$ cat src/rtl/gpr_wb_arbiter.sv
// gpr_wb_arbiter
//   Write-back arbiter and busy scoreboard for the 31-entry integer GPR file.
//   Three result producers (0 = ALU, 1 = mul/div, 2 = FPU int results) share
//   the single GPR write port under round-robin arbitration. A per-register
//   busy bit is set when decode issues a writer and cleared when the write
//   reaches the GPR port. The busy bits produce RAW and WAW stalls for decode.
//
// Ports
//   clk, rst_l                     clock, asynchronous active-low reset
//   issue_valid/issue_waddr        decode issuing a writer of issue_waddr
//   issue_stall                    comb: destination still busy (WAW)
//   rden0/raddr0, rden1/raddr1     decode source operand reads
//   read_stall                     comb: a source operand is busy (RAW)
//   req_valid/req_waddr/req_wdata  per-producer write-back requests (packed)
//   req_ready                      comb one-hot grant
//   wen0/waddr0/wd0                registered GPR write port
//   busy_vec                       scoreboard, bit j-1 = register j busy
//
// Handshake: a producer transfers when req_valid[i] & req_ready[i] are both
// high at a rising edge. req_ready depends only on req_valid and the
// round-robin pointer. A producer that is not granted must hold valid,
// address and data stable; there is no internal buffering.
module gpr_wb_arbiter #(
  parameter int XLEN = 32
) (
  input  logic              clk,
  input  logic              rst_l,
  input  logic              issue_valid,
  input  logic [4:0]        issue_waddr,
  output logic              issue_stall,
  input  logic              rden0,
  input  logic [4:0]        raddr0,
  input  logic              rden1,
  input  logic [4:0]        raddr1,
  output logic              read_stall,
  input  logic [2:0]        req_valid,
  input  logic [14:0]       req_waddr,
  input  logic [3*XLEN-1:0] req_wdata,
  output logic [2:0]        req_ready,
  output logic              wen0,
  output logic [4:0]        waddr0,
  output logic [XLEN-1:0]   wd0,
  output logic [30:0]       busy_vec
);

  // Round-robin pointer: producer searched first this cycle (0, 1 or 2).
  logic [1:0]      rr_ptr;
  logic [1:0]      rr_next;

  logic [1:0]      ord0, ord1, ord2;
  logic            grant_any;
  logic [1:0]      grant_idx;
  logic [4:0]      sel_waddr;
  logic [XLEN-1:0] sel_wdata;

  // Bit 0 stands for x0 and is never set; it exists so every 5-bit address
  // can index the vector directly.
  logic [31:0]     busy_q;
  logic [31:0]     busy_next;
  logic            issue_fire;

  logic [4:0]      waddr_arr [3];
  logic [XLEN-1:0] wdata_arr [3];

  always_comb begin
    for (int i = 0; i < 3; i++) begin
      waddr_arr[i] = req_waddr[5*i +: 5];
      wdata_arr[i] = req_wdata[XLEN*i +: XLEN];
    end
  end

  // Search order rr_ptr, rr_ptr+1, rr_ptr+2 (mod 3).
  always_comb begin
    case (rr_ptr)
      2'd1:    begin ord0 = 2'd1; ord1 = 2'd2; ord2 = 2'd0; end
      2'd2:    begin ord0 = 2'd2; ord1 = 2'd0; ord2 = 2'd1; end
      default: begin ord0 = 2'd0; ord1 = 2'd1; ord2 = 2'd2; end
    endcase
  end

  always_comb begin
    grant_any = 1'b1;
    grant_idx = ord0;
    if (req_valid[ord0])      grant_idx = ord0;
    else if (req_valid[ord1]) grant_idx = ord1;
    else if (req_valid[ord2]) grant_idx = ord2;
    else                      grant_any = 1'b0;
  end

  always_comb begin
    req_ready = 3'b000;
    if (grant_any) req_ready[grant_idx] = 1'b1;
  end

  always_comb begin
    sel_waddr = waddr_arr[grant_idx];
    sel_wdata = wdata_arr[grant_idx];
  end

  always_comb begin
    case (grant_idx)
      2'd0:    rr_next = 2'd1;
      2'd1:    rr_next = 2'd2;
      default: rr_next = 2'd0;
    endcase
  end

  // Pointer and registered write port. A grant to x0 is consumed but does
  // not raise wen0.
  always_ff @(posedge clk or negedge rst_l) begin
    if (!rst_l) begin
      rr_ptr <= 2'd0;
      wen0   <= 1'b0;
      waddr0 <= 5'd0;
      wd0    <= '0;
    end else begin
      wen0 <= grant_any && (sel_waddr != 5'd0);
      if (grant_any) begin
        rr_ptr <= rr_next;
        waddr0 <= sel_waddr;
        wd0    <= sel_wdata;
      end
    end
  end

  // Scoreboard
  assign issue_stall = issue_valid && (issue_waddr != 5'd0) && busy_q[issue_waddr];
  assign issue_fire  = issue_valid && (issue_waddr != 5'd0) && !busy_q[issue_waddr];

  assign read_stall = (rden0 && (raddr0 != 5'd0) && busy_q[raddr0]) ||
                      (rden1 && (raddr1 != 5'd0) && busy_q[raddr1]);

  // Clear is applied first so a same-register set wins.
  always_comb begin
    busy_next = busy_q;
    if (wen0)       busy_next[waddr0]      = 1'b0;
    if (issue_fire) busy_next[issue_waddr] = 1'b1;
    busy_next[0] = 1'b0;
  end

  always_ff @(posedge clk or negedge rst_l) begin
    if (!rst_l) busy_q <= '0;
    else        busy_q <= busy_next;
  end

  assign busy_vec = busy_q[31:1];

endmodule

$ cat config.mk
export PLATFORM = sky130hd
export DESIGN_NAME = gpr_wb_arbiter
export DESIGN_NICKNAME = d
export VERILOG_FILES = /design/src/rtl/gpr_wb_arbiter.sv
export SDC_FILE = /design/constraint.sdc
export NUM_CORES = 1
export LEC_CHECK = 0
export ABC_AREA = 0
export BUFFER_PORTS_ARGS = -buffer_cell sky130_fd_sc_hd__buf_4
export CORE_MARGIN = 10
export CORE_UTILIZATION = 35
export DETAILED_ROUTE_END_ITERATION = 10
export PLACE_DENSITY = 0.65
export SKIP_CTS_REPAIR_TIMING = 1
export SYNTH_ARGS = -nofsm -noshare
export SYNTH_HDL_FRONTEND = slang
export SYNTH_SLANG_ARGS = --single-unit
export TNS_END_PERCENT = 5
$ cat constraint.sdc
create_clock -name clk -period 2.2 [get_ports clk]
set_input_delay 0.33 -clock clk [delete_from_list [all_inputs] [get_ports clk]]
set_output_delay 0.33 -clock clk [all_outputs]
set_load 0.02 [all_outputs]
After elaboration in Yosys (flattened, before gate mapping). Index checks and enable logic that the tools add are counted.

Add/sub/neg operators: 0. Multipliers: 0. Div/mod/pow operators: 0. Magnitude comparators: 12. Equality and inequality tests: 3. Shift-type cells: 0. Muxes and demuxes: 37. Bitwise logic cells: 4. Reductions and logical operators: 18.

Operators with widths (number): 32-bit 2-to-1 mux (4); 32-bit binary-select mux with 2-bit select (1); 32-bit AND (1); 32-bit inverter (1); 32-bit bitwise OR (1); 5-bit by 6-bit < comparator with 1-bit output (second input constant) (4); 5-bit nonzero test (4); 2-bit case mux with 2 select lines (4); 1-bit binary-select mux with 5-bit select (3); 2-bit by 3-bit < comparator with 1-bit output (second input constant) (4); 1-bit 2-to-1 mux (12); 1-bit logical AND (11); 5-bit binary-select mux with 2-bit select (1); 1-bit demux with 5-bit select (2); 5-bit by 1-bit greater-or-equal comparator with 1-bit output (second input constant) (2); 5-bit 2-to-1 mux (2); 1-bit binary-select mux with 2-bit select (3); 2-bit 2-to-1 mux (3); 2-bit by 1-bit == test with 1-bit output (second input constant) (2); 3-bit greater-or-equal comparator (second input constant) (1); 3-bit 2-to-1 mux (1); 2-bit inverter with 3-bit output (1); 1-bit demux with 2-bit select (1); 2-bit == test (second input constant) (1); 4 further kinds (4).

Register bits after elaboration: 71. Bits in latches: 0. Bits in writable memories: 0. ROM bits: 0. Input port bits: 134. Output and inout port bits: 74. Logic and storage cells: 79. Memories: 0.

Longest topological paths before layout. Gate-level depths: netlist of run 1.

Depth after elaboration: 13. Depth in mapped cells: 11. Mapped depth without buffers: 7.

Least setup slack after synthesis of run 1. OpenSTA, ideal clock, no wires.

Path kind: input to output. Start: input raddr0[0]. End: output read_stall. Arrival time: 2.135 ns. Required time: 1.870 ns. Path slack: -0.265 ns. Cell stages on the path: 5. Path buffers: 1. Cell sequence: clkbuf_1 -> mux4_2 -> nor2_1 -> a21oi_1 -> o311ai_0.

Longest elaborated chain between the ends: 4. Elaborated cells on any way between the ends: 6. Those cells by class: mux: 2; reduce/logical: 4.

Ends and longest elaborated chain: start, declared (RTL line 32) `input logic [4:0] raddr0,`; 1-bit binary-select mux with 5-bit select or 5-bit nonzero test (tied branches) (RTL line 130) `assign read_stall = (rden0 && (raddr0 != 5'd0) && busy_q[raddr0]) ||`; 1-bit 2-to-1 mux (not written as such) or 1-bit logical AND (tied branches) (RTL line 130); 1-bit logical AND (*) (RTL line 130); 1-bit logical OR (*) (RTL line 130); end, declared (RTL line 35) `output logic read_stall,`.

Mark *: on every way between the ends. The rest lies on a longest branch, timed or not. The select of a mux whose other input is x is not followed.

Worst setup path in the final report of run 1.
Start: register rr_ptr[0]. End: output req_ready[1].

Longest elaborated chain between the ends: 12. Elaborated cells on any way between the ends: 23. Those cells by class: order compare: 2; eq/ne: 2; mux: 18; reduce/logical: 1.

Ends and longest elaborated chain: start, declared (RTL line 47) `logic [1:0] rr_ptr;`; start signal, assigned (RTL line 119) `rr_ptr <= rr_next;`; 2-bit == test or 2-bit by 1-bit == test with 1-bit output (tied branches) (RTL line 74) `case (rr_ptr)`; 2-bit case mux with 2 select lines (RTL line 74); 1-bit binary-select mux with 2-bit select (RTL line 86) `else if (req_valid[ord2]) grant_idx = ord2;`; 1-bit 2-to-1 mux (not written as such) (RTL line 86); 2-bit 2-to-1 mux (RTL line 86); 2-bit 2-to-1 mux (RTL line 85) `else if (req_valid[ord1]) grant_idx = ord1;`; 2-bit 2-to-1 mux (RTL line 84) `if (req_valid[ord0]) grant_idx = ord0;`; 2-bit by 3-bit < comparator with 1-bit output (not written as such) or 2-bit by 1-bit greater-or-equal comparator with 1-bit output (tied branches) (RTL line 92) `if (grant_any) req_ready[grant_idx] = 1'b1;`; 1-bit logical AND (not written as such) (RTL line 92); 1-bit 2-to-1 mux (not written as such) (RTL line 92); 1-bit demux with 2-bit select (RTL line 92); 3-bit 2-to-1 mux (*) (RTL line 92); end, declared (RTL line 39) `output logic [2:0] req_ready,`.

Marks and branches as above.

==> results.sh, run 1 <==
export IMPL_grt_max_degree=44
export IMPL_endpoint_kind="primary output"
export IMPL_diodes=0
export IMPL_io_pins=208
export IMPL_relSlewSlack=0.616
export IMPL_drt_first_pass_iters=5
export IMPL_rsz0062_at_grt="yes"
export IMPL_finalWirelength_microns=22600
export IMPL_cts_root_buf="clkbuf_16"
export IMPL_gr_usage_met3=0.0655
export IMPL_avgSynthCellArea_sq_um=9.42
export IMPL_max_freq_mhz=379
export IMPL_rows=46
export IMPL_synth_fp_nets=729
export IMPL_drt_vias_per_instance=6.22
export IMPL_clock_latency_ns=0.33
export IMPL_ys_types=56
export IMPL_cp_common_cell="buf_6"
export IMPL_grt_ovfl_total=0
export IMPL_synthArstFlopShare=1.00
export IMPL_whs_ns=-0.000172
export IMPL_yosys_warnings=0
export IMPL_grt_pass1_vias=6269
export IMPL_die_width_microns=146
export IMPL_final_common_cell="buf_4"
export IMPL_grt_use_met1=0.251
export IMPL_max_cap_violations=0
export IMPL_synth_edf_count=0
export IMPL_setup_violations=43
export IMPL_via_count=6266
export IMPL_use_met2=0.313
export IMPL_numPortBuffers=207
export IMPL_dieArea_sq_um=21400
export IMPL_antenna_found_initial=1
export IMPL_layout_nets=924
export IMPL_cts_sinks=71
export IMPL_drc=0
export IMPL_tightest_slew_ns=0.576
export IMPL_ant_nets=0
export IMPL_post_route_util=0.505
export IMPL_grt_busiest_layer="met2"
export IMPL_fin_skew_ns=0.00674
export IMPL_min_period_ns=2.64
export IMPL_grt_pass1_wl_microns=34800
export IMPL_pwr_density_cell_nw_per_um2=1580
export IMPL_setup_worst_path_class="register to primary output"
export IMPL_slowest_delay_ns=0.46
export IMPL_fp_dieH_microns=146
export IMPL_startpoint_type="register"
export IMPL_crit_slowest_cell="or3b_4"
export IMPL_synthFlopType="dfrtp_1"
export IMPL_yosysSeqAreaShare=0.319
export IMPL_worstPathRequired_ns=1.87
export IMPL_clock_path_buffers=2
export IMPL_violations="hold timing, setup timing"
export IMPL_final_cell_mix="buf_4, dfrtp_1, o31ai_1"
export IMPL_gr_usage_all_layers=0.199
export IMPL_static_leakage_power_nw=3.33
export IMPL_status="complete, but fails checks"
export IMPL_power_mw=12.6
export IMPL_crit_buf_inv=3
export IMPL_peakVddDrop_uv=958
export IMPL_hold_violations=1
export IMPL_postSynthCellCount=592
export IMPL_hp_class="primary input to async pin"
export IMPL_fill_cells=1480
export IMPL_cts_tree="done"
export IMPL_design_area_sq_um=7960
export IMPL_hpwl_microns=16700
export IMPL_cp_top_family="simple AND/OR/NAND/NOR gates"
export IMPL_drtIter0Drc=548
export IMPL_crit_chain="buf_6 > ha_4 > buf_4 > a21boi_2 > o32ai_2 > nand3b_1 > or3b_4 > nor2_4 > buf_6"
export IMPL_synth_cell_area_sq_um=5580
export IMPL_synth_seq_cells=71
export IMPL_cp_max_fo=7
export IMPL_clk_pin_slew_ns=0.05
export IMPL_coreArea_sq_um=15800
export IMPL_gp_congestion=0.926
export IMPL_syn_to_final_growth_pct=42.8
export IMPL_slew_viol_final=0
export IMPL_placed_cell_area_sq_um=7450
export IMPL_h_tree_depth=3
export IMPL_cts_made_buffers=9
export IMPL_drive_above_1_share=0.435
export IMPL_wl_per_cell_microns=22.5
export IMPL_start_util=0.354
export IMPL_min_period_over_period=1.20
export IMPL_worst_slack_ns=-0.436
export IMPL_cp_arrival_ns=2.31
==> through the flow <==
step / setup WS, ns / std cells / TNS (ns)
2_1_floorplan: -0.0445 / 592 / -0.0863
3_3_place_gp: -0.107 / 982 / -3.45
3_5_place_dp: -0.194 / 982 / -5.64
4_1_cts: -0.503 / 997 / -8.35
5_1_grt: -0.524 / 1007 / -11.69
6_report: -0.436 / 1007 / -7.37
==> power breakdown <==
group / leakage, nW / switching, mW / internal (mW)
logic: 2.37 / 4.69 / 3.67
registers: 0.824 / 0.783 / 2.05
clock network: 0.135 / 0.530 / 0.868
==> cells by family after synthesis <==
logic type | share of synthesized area
mux | 0.116
fa+ha+maj | 0.00673
compound gates | 0.319
buf+inv | 0.0808
simple gates | 0.159
flops | 0.319
==> layer usage <==
| layer | wire (microns) | part of all wire |
|---|---|---|
| met3 | 2300 | 0.10 |
| met5 | 20 | 0.00088 |
| met1 | 9090 | 0.40 |
| met4 | 519 | 0.023 |
| met2 | 10700 | 0.47 |
==> registers in the layout, summed over array words and instances, names as in the netlist <==
name and cells:
busy_q 31, wd0 32, rr_ptr 2, wen0 1
waddr0 5
==> final timing paths <==
kind / slack (ns) / cells past startpoint / end / from
worst min-delay path: -0.0002 / 1 / wd0[27] / rst_l
worst max register to register: -0.18 / 10 / wd0[30] / rr_ptr[0]
worst max-delay path: -0.44 / 9 / req_ready[1] / rr_ptr[0]
min in group clk: 0.27 / 3 / wd0[28] / req_wdata[92]
worst min register to register: 0.55 / 2 / wd0[13] / wd0[13]
max in group asynchronous: 1.56 / 2 / wd0[14] / rst_l
==> area by class of cell <==
cell class / count / area, sq um / share of cell area
Clock buffer: 11 / 233 / 0.0292
Clock inverter: 4 / 47.5 / 0.00597
Inverter: 5 / 18.8 / 0.00236
Multi-Input combinational cell: 438 / 3520 / 0.442
Sequential cell: 71 / 1790 / 0.224
Tap cell: 216 / 270 / 0.0339
Timing Repair Buffer: 262 / 2090 / 0.263
==> worst reg2reg max path, delay by kind of cell, from the launching register on <==
family | cells | cell delay (ns)
compound gates | 4 | 0.87
fa+ha+maj | 1 | 0.18
buf+inv | 4 | 0.65
flops | 1 | 0.40
simple gates | 1 | 0.22
==> Yosys cell counts, types with 2 or more instances <==
| master | n | area share |
|---|---|---|
| dfrtp_1 | 71 | 0.32 |
| o31ai_1 | 60 | 0.081 |
| nor2_1 | 50 | 0.034 |
| o21ai_0 | 44 | 0.039 |
| clkbuf_1 | 42 | 0.028 |
| a211o_1 | 39 | 0.061 |
| a31oi_1 | 38 | 0.043 |
| nand4_1 | 38 | 0.043 |
| o221ai_1 | 37 | 0.058 |
| mux4_2 | 22 | 0.089 |
| nand3b_1 | 15 | 0.020 |
| buf_2 | 13 | 0.012 |
| mux2i_1 | 13 | 0.023 |
| nand2_1 | 11 | 0.0074 |
| nand3_1 | 10 | 0.0090 |
| buf_6 | 7 | 0.014 |
| buf_4 | 5 | 0.0067 |
| inv_1 | 5 | 0.0034 |
| or3b_2 | 5 | 0.0079 |
| buf_1 | 4 | 0.0027 |
| nand2b_1 | 4 | 0.0045 |
| nor2b_1 | 4 | 0.0045 |
| buf_8 | 3 | 0.0081 |
| clkbuf_4 | 3 | 0.0040 |
| ha_1 | 3 | 0.0067 |
| o21a_1 | 3 | 0.0040 |
| o22ai_1 | 3 | 0.0034 |
| or3_1 | 3 | 0.0034 |
| or3b_1 | 3 | 0.0047 |
| or4_1 | 3 | 0.0040 |
| a21boi_0 | 2 | 0.0027 |
| a21oi_1 | 2 | 0.0018 |
| mux2_2 | 2 | 0.0040 |
| o32ai_1 | 2 | 0.0031 |
| or2_1 | 2 | 0.0022 |
Note: power is estimated with default switching activity, not from simulation.
==> inputs of run 2 (changes only) <==
Settings changed: CORE_MARGIN 10 to not set.
==> results.sh, run 2 (synthesis gave the netlist of run 1 again) <==
export IMPL_grt_max_degree=67
export IMPL_cp_top_family="compound AO/OA/AOI/OAI gates"
export IMPL_h_tree_depth=3
export IMPL_die_width_microns=128
export IMPL_drtIter0Drc=521
export IMPL_peakVddDrop_uv=940
export IMPL_drt_first_pass_iters=5
export IMPL_wl_per_cell_microns=20.9
export IMPL_clk_pin_slew_ns=0.06
export IMPL_hold_violations=0
export IMPL_whs_ns=0.262
export IMPL_endpoint_kind="primary output"
export IMPL_final_common_cell="buf_4"
export IMPL_cts_made_buffers=9
export IMPL_min_period_over_period=1.23
export IMPL_dp_slack_ns=-0.261
export IMPL_clock_path_buffers=2
export IMPL_rows=45
export IMPL_static_leakage_power_nw=3.39
export IMPL_cp_max_fo=7
export IMPL_numPortBuffers=207
export IMPL_layout_nets=931
export IMPL_design_area_sq_um=8000
export IMPL_tightest_slew_ns=0.481
export IMPL_largest_reg_flops=32
export IMPL_hp_class="primary input to register"
export IMPL_fin_skew_ns=0.00379
export IMPL_finalWirelength_microns=21100
export IMPL_top_regs="wd0 (32), busy_q (31), waddr0 (5)"
export IMPL_pwr_density_cell_nw_per_um2=1610
export IMPL_startpoint_type="register"
export IMPL_clock_latency_ns=0.35
export IMPL_dieArea_sq_um=16400
export IMPL_slowest_delay_ns=0.40
export IMPL_status="complete, but fails checks"
export IMPL_hpwl_microns=14900
export IMPL_violations="setup timing"
export IMPL_worstPathRequired_ns=1.87
export IMPL_worst_slack_ns=-0.503
export IMPL_cts_root_buf="clkbuf_16"
export IMPL_fin_cells=1010
export IMPL_drt_vias_per_instance=6.22
export IMPL_dp_cells=987
export IMPL_power_mw=12.9
export IMPL_ant_nets=0
export IMPL_rsz0062_at_grt="yes"
export IMPL_slew_viol_final=0
export IMPL_grt_pass1_wl_microns=33000
export IMPL_via_count=6281
export IMPL_grt_ovfl_total=0
export IMPL_gp_congestion=0.932
export IMPL_drive_above_1_share=0.418
export IMPL_fin_setup_tns_ns=-9.39
export IMPL_cts_sinks=71
export IMPL_grt_pass1_vias=6167
export IMPL_crit_chain="buf_4 > ha_4 > buf_4 > nand3b_1 > a211o_1 > a32oi_4 > nor2_4 > nor2_4 > buf_6"
export IMPL_min_period_ns=2.70
export IMPL_post_route_util=0.521
export IMPL_io_pins=208
export IMPL_antenna_found_initial=0
export IMPL_cp_arrival_ns=2.37
export IMPL_coreArea_sq_um=15400
export IMPL_setup_violations=43
export IMPL_top_register="wd0"
export IMPL_relSlewSlack=0.678
export IMPL_crit_slowest_cell="dfrtp_1"
export IMPL_gr_usage_all_layers=0.257
export IMPL_max_cap_violations=0
export IMPL_setup_worst_path_class="register to primary output"
export IMPL_drc=0
export IMPL_start_util=0.363
export IMPL_max_freq_mhz=370
export IMPL_fp_dieH_microns=128
export IMPL_placed_cell_area_sq_um=7540
export IMPL_cts_tree="done"
export IMPL_crit_buf_inv=3
export IMPL_final_cell_mix="buf_4, dfrtp_1, o31ai_1"
export IMPL_syn_to_final_growth_pct=43.4
export IMPL_diodes=0
-- run 2: cell count changes in the layout (fill, tap and decap cells not counted), sizes merged --
cell and delta:
buf +6, bufinv +1, clkinv -1, clkinvlp +1, dlygate4sd3 +1
-- run 2: report_power, final --
group / switching (mW) / internal, mW
logic: 4.65 / 3.78
registers: 0.763 / 2.03
clock network: 0.604 / 1.05
-- run 2: area by class of cell --
type                            instances  area [sq um]
Clock buffer                           11           253
Clock inverter                          5          80.1
Fill cell                            1403          7370
Inverter                                5          18.8
Multi-Input combinational cell        438          3460
Sequential cell                        71          1780
Tap cell                              211           264
Timing Repair Buffer                  269          2150
-- run 2: per-layer routing --
metal / GRT usage / wire length (microns)
met1: 0.323 / 8410
met2: 0.430 / 10400
met3: 0.0538 / 1810
met4: 0.103 / 471
met5: 0 / 0
-- run 2: worst register-to-register path: cells and delay by family (launching register included) --
family | cells | cell delay, ns
compound gates | 3 | 1.09
buf+inv | 3 | 0.49
flops | 1 | 0.40
simple gates | 2 | 0.26
fa+ha+maj | 1 | 0.18
-- run 2: path summary, 6_finish.rpt --
check / endpoint / cells past startpoint / startpoint / slack, ns
max: req_ready[2] / 9 / rr_ptr[1] / -0.50
min: wd0[0] / 3 / req_wdata[64] / 0.26
max reg2reg: wen0 / 9 / rr_ptr[1] / -0.28
min reg2reg: wd0[21] / 2 / wd0[21] / 0.56
max in group asynchronous: busy_q[15] / 3 / rst_l / 1.18
min in group asynchronous: busy_q[31] / 2 / rst_l / 0.44
==> inputs of run 3 (changes only) <==
--- a/config.mk
+++ b/config.mk
@@ -10,5 +10,5 @@
 export CORE_UTILIZATION = 35
 export DETAILED_ROUTE_END_ITERATION = 10
-export PLACE_DENSITY = 0.65
+export PLACE_DENSITY = 0.63
 export SKIP_CTS_REPAIR_TIMING = 1
 export SYNTH_ARGS = -nofsm -noshare
==> constraint.sdc (replaced) <==
create_clock -name clk -period 3.5 [get_ports clk]
set_input_delay 0.35 -clock clk [delete_from_list [all_inputs] [get_ports clk]]
set_output_delay 0.35 -clock clk [all_outputs]
set_load 0.02 [all_outputs]
==> results.sh, run 3 (synthesis gave the netlist of run 1 again) <==
export IMPL_status="finished clean"
export IMPL_diodes=0
export IMPL_ant_nets=0
export IMPL_clock_latency_ns=0.35
export IMPL_cp_max_fo=21
export IMPL_io_pins=208
export IMPL_fill_cells=1482
export IMPL_slew_viol_final=0
export IMPL_cts_made_buffers=9
export IMPL_min_period_ns=3.25
export IMPL_grt_pass1_vias=5775
export IMPL_worstPathRequired_ns=3.15
export IMPL_startpoint_type="register"
export IMPL_seq_area_sq_um=1780
export IMPL_clk_pin_slew_ns=0.06
export IMPL_cts_sinks=71
export IMPL_via_count=6014
export IMPL_fin_skew_ns=0.0106
export IMPL_r2r_setup_slack_ns=0.73
export IMPL_tightest_slew_ns=0.932
export IMPL_grt_ovfl_total=0
export IMPL_top_register="wd0"
export IMPL_power_mw=7.39
export IMPL_cp_arrival_ns=2.90
export IMPL_top_regs="wd0 (32), busy_q (31), waddr0 (5)"
export IMPL_multi_input_area_sq_um=3390
export IMPL_setup_violations=0
export IMPL_start_util=0.363
export IMPL_rows=45
export IMPL_grt_pass1_wl_microns=31700
export IMPL_cts_root_buf="clkbuf_16"
export IMPL_clock_path_buffers=2
export IMPL_gp_congestion=0.871
export IMPL_final_common_cell="buf_4"
export IMPL_dieArea_sq_um=16400
export IMPL_hp_class="primary input to async pin"
export IMPL_grt_max_degree=75
export IMPL_setup_worst_path_class="register to primary output"
export IMPL_drtIter0Drc=507
export IMPL_antenna_found_initial=0
export IMPL_h_tree_depth=3
export IMPL_final_cell_mix="buf_4, dfrtp_1, o31ai_1"
export IMPL_largest_reg_flops=32
export IMPL_endpoint_kind="primary output"
export IMPL_rsz0062_at_grt="no"
export IMPL_wl_per_cell_microns=21.2
export IMPL_pwr_density_cell_nw_per_um2=991
export IMPL_drt_vias_per_instance=6.25
export IMPL_min_period_over_period=0.928
export IMPL_fin_setup_tns_ns=0
export IMPL_static_leakage_power_nw=3.11
export IMPL_cts_tree="done"
export IMPL_max_cap_violations=0
export IMPL_finalWirelength_microns=20400
export IMPL_drc=0
export IMPL_hold_violations=0
export IMPL_drt_first_pass_iters=5
export IMPL_hpwl_microns=14300
export IMPL_coreArea_sq_um=15400
export IMPL_peakVddDrop_uv=380
export IMPL_gr_usage_all_layers=0.250
export IMPL_syn_to_final_growth_pct=33.7
export IMPL_fp_dieH_microns=128
export IMPL_numPortBuffers=207
export IMPL_drive_above_1_share=0.370
export IMPL_layout_nets=885
export IMPL_relSlewSlack=0.379
export IMPL_die_width_microns=128
export IMPL_max_freq_mhz=308
[run 3: cell count changes in the layout (fill, tap and decap cells not counted), sizes merged]
| cell | before | now |
|---|---|---|
| a31oi | 39 | 40 |
| buf | 268 | 222 |
| clkinv | 1 | 2 |
| clkinvlp | 2 | 0 |
| dlygate4sd3 | 1 | 0 |
[run 3: final cells by class]
type | instances | share of cell area
clock buffers | 11 | 0.0326
clock inverters | 4 | 0.00940
inverters | 5 | 0.00252
multi-input cells | 439 | 0.455
flip-flops and latches | 71 | 0.238
well taps | 211 | 0.0354
repair buffers | 222 | 0.227
[run 3: final timing paths]
path,start,to,depth (start not counted)
worst min register to register,wd0[2],wd0[2],2
min in group clk,req_wdata[85],wd0[21],3
worst min-delay path,rst_l,busy_q[21],1
max in group asynchronous,rst_l,wd0[4],1
worst max-delay path,rr_ptr[0],req_ready[2],9
worst max register to register,rr_ptr[1],wd0[18],8
[run 3: where the power goes]
| part | total, mW | switching [mW] | internal, mW |
|---|---|---|---|
| Clock | 0.997 | 0.360 | 0.637 |
| Sequential | 1.78 | 0.509 | 1.28 |
| Combinational | 4.61 | 2.70 | 1.91 |
| Total | 7.39 | 3.57 | 3.83 |
[run 3: through the flow]
stage          hold WS [ns]  utilization  instance area [sq um]  cells  setup WS, ns
2_1_floorplan        0.0544            -                   5580    592         0.995
5_1_grt               0.217        0.485                   7460    963         0.150
6_report              0.142        0.485                   7460    963         0.251
4_1_cts               0.183        0.484                   7440    962         0.113
3_3_place_gp          0.537        0.464                   7130    947         0.521
3_5_place_dp          0.551        0.464                   7130    947         0.374
[run 3: critical path, stage by stage (launching register included)]
cell	delay [ns]
dfrtp_1	0.38
inv_1	0.11
ha_2	0.41
or3b_1	0.38
a211o_1	0.31
a32oi_2	0.25
buf_4	0.23
nor2_1	0.13
nor2_1	0.17
buf_4	0.18
[run 3: metal layers]
metal,vias up,routed length [microns],track usage
li1,2718,-,-
met1,2928,8060,0.309
met2,335,9890,0.413
met3,33,2050,0.0693
met4,0,410,0.0955
met5,-,0,0
